`config.mk`:
```
export PLATFORM = sky130hd
export DESIGN_NAME = ext_int_controller
export DESIGN_NICKNAME = d
export VERILOG_FILES = /design/src/rtl/ext_int_controller.sv
export SDC_FILE = /design/constraint.sdc
export NUM_CORES = 1
export LEC_CHECK = 0
export ABC_AREA = 1
export CAP_MARGIN = 20
export CORE_AREA = 2 2 80 44
export DETAILED_ROUTE_END_ITERATION = 10
export DIE_AREA = 0 0 82 46
export PLACE_DENSITY = 0.8
export SLEW_MARGIN = 20
export SYNTH_ARGS = -nofsm -noshare
export SYNTH_HDL_FRONTEND = slang
export SYNTH_SLANG_ARGS = --single-unit
export TNS_END_PERCENT = 50
```
`constraint.sdc`:
```
create_clock -name clk -period 3.3 [get_ports clk]
set_clock_uncertainty 0.15 [all_clocks]
set_input_delay 0.99 -clock clk [delete_from_list [all_inputs] [get_ports clk]]
set_output_delay 0.99 -clock clk [all_outputs]
set_load 0.02 [all_outputs]
```
`src/rtl/ext_int_controller.sv`:
```
// External interrupt controller: per-source edge detect, pending latch, mask and arbitration
// onto a single request line. Define EXT_INT_CTRL_ROUNDROBIN_EN for round-robin arbitration.
//
// state   | meaning
// --------+-----------------------------------------------------------
// IDLE    | no request outstanding; grant the next eligible source
// REQ     | int_req high with int_id held until the CPU acknowledges
// SERVICE | CPU is running the handler; wait for reti, no nesting
module ext_int_controller #(
   parameter int NUM_SRC = 8,
   parameter int ID_W    = 8
) (
   input  logic               clk,
   input  logic               reset,
   input  logic [NUM_SRC-1:0] src,
   input  logic               mask_we,
   input  logic [NUM_SRC-1:0] mask_wdata,
   output logic [NUM_SRC-1:0] mask_out,
   output logic [NUM_SRC-1:0] pending_out,
   output logic               int_req,
   output logic [ID_W-1:0]    int_id,
   input  logic               int_ack,
   input  logic               reti
);

   localparam int IDX_W = (NUM_SRC > 1) ? $clog2(NUM_SRC) : 1;

   typedef enum logic [1:0] {
      IDLE    = 2'd0,
      REQ     = 2'd1,
      SERVICE = 2'd2
   } state_t;

   state_t             state, state_nxt;
   logic [NUM_SRC-1:0] src_prev;
   logic [NUM_SRC-1:0] pending, pending_nxt;
   logic [NUM_SRC-1:0] mask;
   logic [NUM_SRC-1:0] eligible;
   logic [NUM_SRC-1:0] clr;
   logic [IDX_W-1:0]   winner, winner_nxt;
   logic [IDX_W-1:0]   grant_idx;
   logic               grant_vld;
   logic               int_req_nxt;
   logic [ID_W-1:0]    int_id_nxt;

   assign eligible    = pending & ~mask;
   // a new edge on the source being cleared wins, so the event is not lost
   assign pending_nxt = (pending & ~clr) | (src & ~src_prev);
   assign mask_out    = mask;
   assign pending_out = pending;

`ifdef EXT_INT_CTRL_ROUNDROBIN_EN
   logic [IDX_W-1:0] rr_ptr, rr_ptr_nxt;
   int               rr_idx;

   always_comb begin
      grant_vld = 1'b0;
      grant_idx = '0;
      rr_idx    = 0;
      for (int i = 0; i < NUM_SRC; i++) begin
         rr_idx = (int'(rr_ptr) + 1 + i) % NUM_SRC;
         if (!grant_vld && eligible[IDX_W'(rr_idx)]) begin
            grant_vld = 1'b1;
            grant_idx = IDX_W'(rr_idx);
         end
      end
   end
`else
   always_comb begin
      grant_vld = 1'b0;
      grant_idx = '0;
      for (int i = NUM_SRC - 1; i >= 0; i--) begin
         if (eligible[i]) begin
            grant_vld = 1'b1;
            grant_idx = IDX_W'(i);
         end
      end
   end
`endif

   always_comb begin
      state_nxt   = state;
      int_req_nxt = int_req;
      int_id_nxt  = int_id;
      winner_nxt  = winner;
      clr         = '0;
`ifdef EXT_INT_CTRL_ROUNDROBIN_EN
      rr_ptr_nxt  = rr_ptr;
`endif
      case (state)
         IDLE: begin
            if (grant_vld) begin
               winner_nxt  = grant_idx;
               int_id_nxt  = ID_W'(grant_idx) + ID_W'(1);
               int_req_nxt = 1'b1;
               state_nxt   = REQ;
            end
         end
         REQ: begin
            if (int_ack) begin
               int_req_nxt = 1'b0;
               clr[winner] = 1'b1;
               state_nxt   = SERVICE;
`ifdef EXT_INT_CTRL_ROUNDROBIN_EN
               rr_ptr_nxt  = winner;
`endif
            end
         end
         SERVICE: begin
            if (reti) state_nxt = IDLE;
         end
         default: state_nxt = IDLE;
      endcase
   end

   always_ff @(posedge clk) begin
      if (reset) begin
         state    <= IDLE;
         src_prev <= '0;
         pending  <= '0;
         mask     <= '1;
         winner   <= '0;
         int_req  <= 1'b0;
         int_id   <= '0;
`ifdef EXT_INT_CTRL_ROUNDROBIN_EN
         rr_ptr   <= IDX_W'(NUM_SRC - 1);
`endif
      end else begin
         state    <= state_nxt;
         src_prev <= src;
         pending  <= pending_nxt;
         if (mask_we) mask <= mask_wdata;
         winner   <= winner_nxt;
         int_req  <= int_req_nxt;
         int_id   <= int_id_nxt;
`ifdef EXT_INT_CTRL_ROUNDROBIN_EN
         rr_ptr   <= rr_ptr_nxt;
`endif
      end
   end

endmodule

```
=== After elaboration in Yosys (flattened, before gate mapping) ===
Index checks and enable logic that the tools add are counted.

* Equal/unequal tests: 5
* $add $sub $neg: 1
* Magnitude comparators: 2
* Multiplexer cells: 27
* Reduce and logical (&&, ||, !) cells: 6
* Bitwise logic cells: 7

{| class="wikitable"
|+ Operator list
! cell !! count
|-
| $and A8 B8 Y8 || 3
|-
| $mux W3 || 8
|-
| $not A8 Y8 || 3
|-
| $mux W8 || 2
|-
| $mux W1 || 11
|-
| $or A8 B8 Y8 || 1
|-
| $mux W2 || 3
|-
| $ne A2 B2 Y1 const B || 3
|-
| $pmux W2 S3 || 1
|-
| $reduce_and A3 Y1 || 2
|-
| $add A3 B1 Y4 const B || 1
|-
| $lt A3 B4 Y1 const B || 1
|-
| $demux W1 S3 || 1
|-
| $ge A3 B1 Y1 const B || 1
|-
| $eq A2 B1 Y1 const B || 1
|-
| $eq A2 B2 Y1 const B || 1
|-
| $logic_not A2 Y1 || 1
|-
| $pmux W1 S2 || 1
|-
| $reduce_and A2 Y1 || 1
|-
| $reduce_bool A2 Y1 || 1
|-
| $logic_and A1 B1 Y1 || 1
|}

* Input port bits: 21
* Output and inout bits: 25
* Logic and storage cells: 55
* Register bits after elaboration: 38

=== Logic depth before layout (Yosys ltp) ===
* Depth in word-level cells: 12
* Gate-level depth with buffers: 13
* Gate-level depth less buffers: 13

=== Worst setup path after synthesis ===
Ideal clock, no wire load.

* Kind: register to register
* Start point: register pending[6], in the netlist pending_out[6]
* End point: register int_id[1]
* Path buffers: 0
* Data required time: 3034 ps
* Path slack: 1611 ps
* Data arrival time: 1423 ps
* Cell stages (with the launch flop): 13
* Clock period less this slack: 1689 ps
* Cells stage by stage: dfxtp_1 nand2_1 nand2_1 nand2_1 nand2_1 nand2_1 nand2_1 nand2_1 nand2_1 inv_1 ha_1 o21ai_0 nor2_1

* Longest elaborated chain between the ends: 9
* Elaborated cells between the ends (all ways): 17

{| class="wikitable"
|+ RTL lines
! element !! RTL line !! source
|-
| from (decl) || 36 || <nowiki>logic [NUM_SRC-1:0] pending, pending_nxt;</nowiki>
|-
| from (signal assigned) || 131 || <nowiki>pending <= pending_nxt;</nowiki>
|-
| $and A8 B8 Y8 || 46 || <nowiki>assign eligible = pending & ~mask;</nowiki>
|-
| $mux W3 (7 in a row) || 73 || <nowiki>if (eligible[i]) begin</nowiki>
|-
| net grant_idx[0] || 41 || <nowiki>logic [IDX_W-1:0] grant_idx;</nowiki>
|-
| $add A3 B1 Y4 || 94 || <nowiki>int_id_nxt = ID_W'(grant_idx) + ID_W'(1);</nowiki>
|-
| to (signal assigned) || 135 || <nowiki>int_id <= int_id_nxt;</nowiki>
|-
| to (decl) || 21 || <nowiki>output logic [ID_W-1:0] int_id,</nowiki>
|}

The timed path passes the listed nets, and every way through them passes these cells.
A chain may end at the register's enable or synchronous reset.

=== Final worst setup path ===
* Start point: register pending[2], in the netlist pending_out[2]
* End point: output port pending_out[2]

{| class="wikitable"
|+ RTL lines
! element !! RTL line !! source
|-
| to (decl) || 19 || <nowiki>output logic [NUM_SRC-1:0] pending_out,</nowiki>
|}

No word-level cell between the ends.

==> key figures <==
Route
  – DR vias/cell: 4.531
  – DRC viols: 0
  – Met2 WL: 1.160 mm
  – WL final: 3.054 mm
  – DRT Pass-1 Iters: 4
  – Max layer used: met4
  – Routed vias: 1,228
  – Met3 wire length: 260 µm
  – M1 WL: 1.609 mm
  – Drt wl/cell: 11.27 µm
  – Routed Antenna Nets: 0
  – DRT iter0 DRCs: 53

Floorplanning
  – Initial core utilization: 44.68%
  – Die width: 82 µm
  – Die area: 0.003772 mm²
  – Core ar.: 0.003153 mm²
  – # IOs: 46
  – FP Rows: 15
  – Die Span Y: 46 µm

Place
  – Port buffer count: 41
  – Final Wtd Congestion: 0.8353
  – Post-DP HPWL: 2.307 mm

Layout
  – Antenna cells: 0
  – Most common cell after layout, fill and taps aside: clkdlybuf4s50_1
  – Area Growth Syn to Fin: 37.30%
  – Fill cells: 300
  – Nets@finish: 250
  – Share of layout cells above drive strength 1: 11.79%
  – Commonest cells after routing, fill and taps aside: clkdlybuf4s50_1 (41), dfxtp_1 (34), nor2_1 (28), nand2_1 (28), inv_1 (26)

Timing
  – Fin. max-slew vios: 0
  – Setup total negative slack: 0 ns
  – Hold Fails Final Rpt: 0
  – Final worst-path cycle share: 74.07%
  – Unrepaired setup endpoints after global routing: no
  – Period minus WS final: 2.444 ns
  – Fmax: 409.1 MHz
  – Hold WS: 0.2860 ns
  – Final setup viols: 0

Setup path
  – Top delay family on crit path: buffers and inverters
  – Buffers & Inverters on Critical Path: 1
  – WP data arrival: 1.30 ns
  – Slowest CP cell: clkdlybuf4s50_1
  – Worst path cell trace: clkdlybuf4s50_1
  – Req. time, crit path: 2.16 ns
  – CP Capture Type: primary output
  – Crit-path max FO: 3
  – Startpoint Class: flop
  – CP Class: reg -> out
  – CP peak stage delay: 0.63 ns

Global routing
  – Vias in the first global route: 1,133
  – First-pass GRT wire length: 5.050 mm
  – Largest net degree at the start of global routing: 31
  – Initial antenna violation count: 0
  – Gr usage total: 18.43%
  – Total grt overflow: 0

Logic synthesis
  – FF+latch count, synth: 34
  – Post-Synth XOR/XNOR Area: 0.6217%
  – Post-synthesis simple-gate area fraction: 22.47%
  – Seq/Total Area, Yosys: 48.31%
  – Yosys warns: 0
  – Number of synthesized flops with an enable pin: 0
  – Largest family of logic cells by synthesized area: simple AND/OR/NAND/NOR gates
  – Compound-Gate Fraction of Synth Area: 16.70%
  – Synth Cell Area: 0.001409 mm²
  – Syn Inst Count: 184
  – Synth Area in Adders: 0.8881%
  – Post-synthesis mux area share: 0%
  – Synth Flop Type: dfxtp_1
  – Syn Area/Cell: 7.657 µm²
  – Netlist cell types: 27
  – Fraction of registers with async set/reset: 0%

CTS
  – TritonCTS Sinks: 34
  – Number of setup buffers added after CTS: 0
  – Hold Buf Count CTS: 0
  – Post_cts resized: 0
  – Root buffer cell: clkbuf_8
  – CTS max path bufs: 2
  – Reg clk slew, reported paths: 0.07 ns
  – Total CTS buffers: 5
  – CTS tree: built
  – Worst skew pair latency: 0.29 ns
  – Max H-tree Level: 2

Status
  – Status: finished clean

Job
  – # Max-Cap Violations: 0

Pwr
  – Worst vdd ir: 0.0003219 V
  – Leakage power: 0.8870 nW
  – Pwr Density: 527.4 mW/mm²

Worst hold path
  – Class of the tightest hold or removal check: reg -> reg
## layer usage
layer	GRT usage, %	vias to the layer above
met5	0	-
met4	5.000	0
met3	7.540	3
met2	25.85	36
met1	26.00	537
li1	-	652
## layout make-up
| type | count | area (µm²) | area share, % |
|---|---|---|---|
| Multi-Input combinational cell | 118 | 588.1 | 30.40 |
| Timing Repair Buffer | 42 | 417.9 | 21.60 |
| Clock buffer | 7 | 86.33 | 4.463 |
| Sequential cell | 34 | 680.7 | 35.19 |
| Inverter | 27 | 103.9 | 5.369 |
| Clock inverter | 1 | 5.005 | 0.2587 |
| Tap cell | 42 | 52.55 | 2.717 |
## report_power, final
part / leakage [nW] / internal [W] / total [W] / switching, W
clock: 0.0482 / 0.000168 / 0.000316 / 0.000147
combinational: 0.556 / 0.000102 / 0.000228 / 0.000126
sequential: 0.283 / 0.000449 / 0.000476 / 0.0000277
total: 0.887 / 0.000719 / 0.00102 / 0.000301
## Yosys cell counts, types with 2 or more instances
| cell type | n | area share, % |
|---|---|---|
| nand2_2 | 6 | 2.7 |
| nand2_1 | 28 | 7.5 |
| o21ai_2 | 3 | 1.9 |
| nor2_1 | 28 | 7.5 |
| inv_1 | 26 | 6.9 |
| nand3_1 | 2 | 0.71 |
| o21ai_0 | 10 | 3.6 |
| a21oi_2 | 3 | 1.9 |
| a21oi_1 | 21 | 7.5 |
| buf_4 | 4 | 2.1 |
| buf_2 | 2 | 0.71 |
| nor2_2 | 3 | 1.3 |
| dfxtp_1 | 34 | 48 |
## state kept, by name, summed over array words and instances (netlist names)
register	count
pending_out	8
mask_out	8
int_req	1
src_prev	8
int_id	4
state	2
winner	3
## stage by stage
| stage | std cells | utilization [%] | power (W) | worst slack, ns | area, µm² |
|---|---|---|---|---|---|
| after floorplan | 187 | - | 0.0006217 | 1.611 | 1420 |
| after global routing | 271 | 61.35 | 0.001077 | 0.8067 | 1934 |
| after global placement | 263 | 58.45 | 0.0007112 | 0.8623 | 1843 |
| after CTS | 271 | 61.35 | 0.001026 | 0.8471 | 1934 |
| after detailed placement | 263 | 58.45 | 0.0007140 | 0.8407 | 1843 |
| final | 271 | 61.35 | 0.001020 | 0.8558 | 1934 |
## final timing paths
check	from	slack (ns)	end	cells past startpoint
worst max-delay path	pending_out[2]	0.86	pending_out[2]	1
worst min-delay path	src_prev[6]	0.29	pending_out[6]	1
worst max register to register	pending_out[7]	1.58	int_id[1]	13
worst min register to register	src_prev[6]	0.29	pending_out[6]	1
## cell families after synthesis
logic type	Yosys count
compound gates	41
simple gates	71
flops	34
fa+ha+maj	1
xor+xnor	1
buf+inv	35
other cells	1
Power figures use the tool's default switching activity.
